<file path="src/rtl/spi_ram_burst.sv">
// Command-driven RAM with separate write/read pointers and an RD_LAT-deep read pipeline.
// Rejected addresses and unarmed reads raise a one-cycle err pulse.
module spi_ram_burst #(
   parameter int MEM_WIDTH = 8,
   parameter int MEM_DEPTH = 256,
   parameter int ADDR_SIZE = 8,
   parameter int RD_LAT    = 1,
   parameter int AUTO_INC  = 1
) (
   input  logic                 clk,
   input  logic                 rst_n,
   input  logic                 rx_valid,
   input  logic [MEM_WIDTH+1:0] rx_data,
   output logic                 tx_valid,
   output logic [MEM_WIDTH-1:0] dout,
   output logic                 err
);

   localparam int IDX_W = (MEM_DEPTH > 1) ? $clog2(MEM_DEPTH) : 1;
   localparam logic [ADDR_SIZE:0]   DEPTH_X = (ADDR_SIZE+1)'(MEM_DEPTH);
   localparam logic [ADDR_SIZE-1:0] LAST_A  = ADDR_SIZE'(MEM_DEPTH - 1);

   typedef enum logic [1:0] {
      OP_WADDR = 2'b00,
      OP_WDATA = 2'b01,
      OP_RADDR = 2'b10,
      OP_RDATA = 2'b11
   } op_e;

   function automatic logic [ADDR_SIZE-1:0] next_ptr(input logic [ADDR_SIZE-1:0] p);
      return (p == LAST_A) ? '0 : p + 1'b1;
   endfunction

   op_e                  op;
   logic [MEM_WIDTH-1:0] payload;
   logic [ADDR_SIZE-1:0] addr_in;
   logic                 addr_ok;
   logic [ADDR_SIZE-1:0] wr_ptr;
   logic [ADDR_SIZE-1:0] rd_ptr;
   logic                 rd_armed;
   logic                 wr_fire;
   logic                 rd_fire;
   logic [RD_LAT-1:0]    vld_p;
   logic [MEM_WIDTH-1:0] rd_word;
   logic [MEM_WIDTH-1:0] last_in;
   logic                 last_ld;

   logic [MEM_WIDTH-1:0] mem [MEM_DEPTH];

   assign op      = op_e'(rx_data[MEM_WIDTH+1:MEM_WIDTH]);
   assign payload = rx_data[MEM_WIDTH-1:0];
   assign addr_in = payload[ADDR_SIZE-1:0];
   assign addr_ok = {1'b0, addr_in} < DEPTH_X;
   assign wr_fire = rx_valid && (op == OP_WDATA);
   assign rd_fire = rx_valid && (op == OP_RDATA) && rd_armed;
   assign rd_word = mem[IDX_W'(rd_ptr)];

   // Storage: never reset, so contents survive rst_n
   always_ff @(posedge clk) begin
      if (wr_fire) mem[IDX_W'(wr_ptr)] <= payload;
   end

   // Command decode, pointers and pipeline valid bits
   always_ff @(posedge clk or negedge rst_n) begin
      if (!rst_n) begin
         wr_ptr   <= '0;
         rd_ptr   <= '0;
         rd_armed <= 1'b0;
         err      <= 1'b0;
         vld_p    <= '0;
      end else begin
         err <= rx_valid && ((((op == OP_WADDR) || (op == OP_RADDR)) && !addr_ok) ||
                             ((op == OP_RDATA) && !rd_armed));
         vld_p[0] <= rd_fire;
         for (int k = 1; k < RD_LAT; k++) vld_p[k] <= vld_p[k-1];
         if (rx_valid) begin
            case (op)
               OP_WADDR: if (addr_ok) wr_ptr <= addr_in;
               OP_WDATA: if (AUTO_INC != 0) wr_ptr <= next_ptr(wr_ptr);
               OP_RADDR: if (addr_ok) begin
                  rd_ptr   <= addr_in;
                  rd_armed <= 1'b1;
               end
               OP_RDATA: if (rd_armed && (AUTO_INC != 0)) rd_ptr <= next_ptr(rd_ptr);
               default: ;
            endcase
         end
      end
   end

   // Read stages p0..p(RD_LAT-2); the final stage is the dout register
   generate
      if (RD_LAT == 1) begin : g_direct
         assign last_in = rd_word;
         assign last_ld = rd_fire;
      end else begin : g_stages
         logic [MEM_WIDTH-1:0] data_p [RD_LAT-1];
         always_ff @(posedge clk) begin
            if (rd_fire) data_p[0] <= rd_word;
            for (int k = 1; k < RD_LAT - 1; k++) begin
               if (vld_p[k-1]) data_p[k] <= data_p[k-1];
            end
         end
         assign last_in = data_p[RD_LAT-2];
         assign last_ld = vld_p[RD_LAT-2];
      end
   endgenerate

   // Output stage: dout only moves when a read completes
   always_ff @(posedge clk or negedge rst_n) begin
      if (!rst_n) dout <= '0;
      else if (last_ld) dout <= last_in;
   end

   assign tx_valid = vld_p[RD_LAT-1];

endmodule

</file>
<file path="config.mk">
export PLATFORM = sky130hd
export DESIGN_NAME = spi_ram_burst
export DESIGN_NICKNAME = d
export VERILOG_FILES = /design/src/rtl/spi_ram_burst.sv
export SDC_FILE = /design/constraint.sdc
export NUM_CORES = 2
export LEC_CHECK = 0
export CAP_MARGIN = 20
export CORE_ASPECT_RATIO = 1.4
export CORE_UTILIZATION = 46
export CTS_BUF_LIST = sky130_fd_sc_hd__clkbuf_16
export DETAILED_ROUTE_END_ITERATION = 12
export GPL_TIMING_DRIVEN = 0
export PLACE_DENSITY = 0.71
export SYNTH_ARGS = -nofsm -noshare
export SYNTH_HDL_FRONTEND = slang
export SYNTH_SLANG_ARGS = --single-unit
</file>
<file path="constraint.sdc">
create_clock -name clk -period 3.4 [get_ports clk]
set_clock_uncertainty 0.05 [all_clocks]
set_input_delay 0.85 -clock clk [delete_from_list [all_inputs] [get_ports clk]]
set_output_delay 0.85 -clock clk [all_outputs]
set_load 0.1 [all_outputs]
</file>
==> impl_metrics.tcl <==
set metrics [dict create \
    required_ps 4070 \
    m1WireLength_mm 75.76 \
    seq_area_frac_synth 0.7690 \
    critPathCaptureType "flop" \
    ys_warn_count 0 \
    slew_violations 0 \
    dr_total_vias 42385 \
    rsz0062_at_grt "true" \
    fin_crit_sh 1.016 \
    slew_headroom 0.2128 \
    crit_type "reg -> reg" \
    cp_common_cell "buf_16" \
    drtAntennaViolNets 0 \
    final_cell_mix "2,048 x edfxtp_1, 368 x mux4_2, 311 x mux2i_1, 180 x clkbuf_16, 139 x nor2_1" \
    cp_top_family "buffers and inverters" \
    hold_viol_final 0 \
    dieArea_mm2 0.1775 \
    total_leakage_power_nw 29.36 \
    syn2layout_area_growth_pct 13.76 \
    clk_pin_slew_ps 70 \
    slowest_stage "mux4_2" \
    ys.flop_type "edfxtp_1" \
    overflow 0 \
    start_util 0.4642 \
    violations "DRC, setup timing" \
    die_w_um 356.3 \
    port_buffers 21 \
    status "finished, violations left" \
    ir_drop_mv 0.5873 \
    mappedNetlistArea_mm2 0.08085 \
    synth_fp_nets 4025 \
    antenna_found_initial 5 \
    clock.fmax_mhz 289.4 \
    gp_congestion 1.008 \
    dp.final_hpwl_mm 157.7 \
    start_kind "flop" \
    grt_start_max_net_pins 155 \
    synthCells 4007 \
    critPathMaxFanout 10 \
    place_area_mm2 0.08455 \
    dr.max_layer_used "met5" \
    ios 23 \
    slowest_delay_ps 490 \
    p_per_area_mw_per_mm2 619.3 \
    coreArea_mm2 0.1742 \
    cts_root_buffer "clkbuf_16" \
    synth-seq-cells 2075 \
    synth_top_area_cell "edfxtp_1" \
    numClockSinks 2075 \
    crit_arrival_ps 4120 \
    layout_commonest_cell "edfxtp_1" \
    cts_buffers 177 \
    drive_gt1_frac 0.2434 \
    clk_latency_ps 840 \
    first_pass_iters 12 \
    synthArstFlopShare 0.01301 \
    wire_per_inst_um 34.61 \
    clock_path_buffers 3 \
    grt_pass1_wl_mm 321.0 \
    post-synth-top-area-fraction 0.7607 \
    final_nets 4259 \
    grt_pass1_vias 42537 \
    syn-mean-instance-area_um2 20.18 \
    totalPowerFinal_mw 56.96 \
    synthTopCellsByArea "edfxtp_1 76%, mux4_2 10%, mux2i_1 3.9%" \
    dr.first_iter.drc_count 6077 \
    max-cap-violations 0 \
    cts_tree "built" \
    htreeDepth 4 \
    path_cells "buf_8 -> buf_16 -> buf_12 -> buf_16 -> buf_4 -> mux4_2 -> a211oi_1 -> nand2_1 -> nand4_1 -> a31oi_4 -> a221o_1" \
    vias_per_cell 6.341 \
    finalCriticalPeriod_ps 3455 \
    setup_viol 25 \
    hold_path_class "in -> async" \
    critPathBufInv 5 \
    grt_use_total 0.2606 \
    worstMarginPinSlew_ps 1181 \
    die_h_um 498.0 \
    wl_met3_mm 21.92 \
    rows 181 \
    wl_met2_mm 114.9 \
    drt_wl_total_mm 231.3 \
    fin_area_mm2 0.09197 \
    synth_edf_count 2048 \
    timing.final.ws_setup_ps -55.34 \
    post-route-drc-count 6 \
    synth_cell_types 59 \
]
==> what timing repair did <==
item | CTS | global route
buffers inserted | 1 | 4
hold buffers | 0 | 0
gates resized for setup | 391 | 102
endpoints found under the setup margin | 1054 | 984
pin swaps | 12 | 4
==> stage by stage <==
| step | hold WS (ps) | cells | util | TNS [ps] | setup slack, ps |
|---|---|---|---|---|---|
| floorplan | 411.3 | 4007 | - | 0 | 718.6 |
| CTS | 23.37 | 6675 | 0.5259 | -1899 | -68.17 |
| global route | 61.88 | 6680 | 0.5281 | -1313 | -86.64 |
| global placement | 431.2 | 6315 | 0.4819 | - | -6541 |
| finish | 50.70 | 6684 | 0.5281 | -572.1 | -55.34 |
| detailed placement | 441.6 | 6345 | 0.4855 | -1865570 | -1662 |
==> layer usage <==
metal  vias to the layer above  track usage
li1                      17129            -
met1                     22010       0.3020
met2                      2607       0.4351
met3                       633      0.05205
met4                         6       0.1792
met5                         -            0
==> worst paths after layout <==
check / startpoint / to / slack [ps] / cells past startpoint
max: rd_ptr[0]$_DFFE_PN0P_ / dout[4]$_DFFE_PN0P_ / -60 / 11
min: rst_n / rd_ptr[4]$_DFFE_PN0P_ / 50 / 1
max reg2reg: rd_ptr[0]$_DFFE_PN0P_ / dout[4]$_DFFE_PN0P_ / -60 / 11
min reg2reg: rd_armed$_DFFE_PN0P_ / rd_armed$_DFFE_PN0P_ / 480 / 2
max in group asynchronous: rst_n / wr_ptr[7]$_DFFE_PN0P_ / 2720 / 1
min in group clk: rx_data[8] / wr_ptr[2]$_DFFE_PN0P_ / 440 / 4
==> registers in the layout, indices dropped and copies added, names as in the netlist <==
register  count
err           1
wr_ptr        8
dout          8
rd_ptr        8
tx_valid      1
rd_armed      1
mem        2048
==> power breakdown <==
part / internal, mW / total (mW) / switching [mW]
logic: 2.81 / 8.29 / 5.48
clock network: 11.1 / 20.4 / 9.28
registers: 28.2 / 28.3 / 0.106
==> cells by family (layout without fill, tap and decap cells) <==
logic type                 after synthesis  after routing  synth area share
and+or+nand+nor                        536            536           0.02944
other                                    0              5                 0
DFF                                   2075           2075            0.7690
muxes                                  695            695            0.1449
AOI/OAI and AO/OA                      442            442           0.03897
adders and majority gates                5              5         0.0007738
buffers and inverters                  254            639           0.01688
==> synth_stat cells, types with 7 or more instances <==
| library cell | n |
|---|---|
| o32ai_1 | 7 |
| dfrtp_1 | 27 |
| edfxtp_1 | 2048 |
| nand2b_1 | 9 |
| buf_1 | 9 |
| nor2b_1 | 10 |
| buf_4 | 29 |
| nand2_1 | 96 |
| nor2_1 | 278 |
| a2111oi_0 | 14 |
| and3_1 | 18 |
| a31oi_1 | 7 |
| o22ai_1 | 51 |
| buf_2 | 69 |
| clkbuf_1 | 108 |
| mux2i_1 | 311 |
| buf_6 | 23 |
| a211oi_1 | 23 |
| a22oi_1 | 99 |
| mux4_1 | 9 |
| a221oi_1 | 16 |
| o221ai_1 | 71 |
| mux4_2 | 368 |
| a21oi_1 | 74 |
| inv_1 | 12 |
| nand4_1 | 22 |
| a22o_1 | 21 |
| o21ai_0 | 33 |
| nor3_1 | 13 |
| and2_1 | 17 |
| mux2_2 | 7 |
| nand3_1 | 52 |
==> layout make-up <==
class	instances	area (um^2)
flip-flops and latches	2075	62170
multi-input cells	1678	18280
inverters	13	52.55
clock buffers	180	4504
plain buffers	239	1938
fillers	13152	82180
clock inverters	150	1277
diodes	5	12.51
well taps	2287	2861
repair buffers	57	878.3
(Power assumes the default switching activity.)
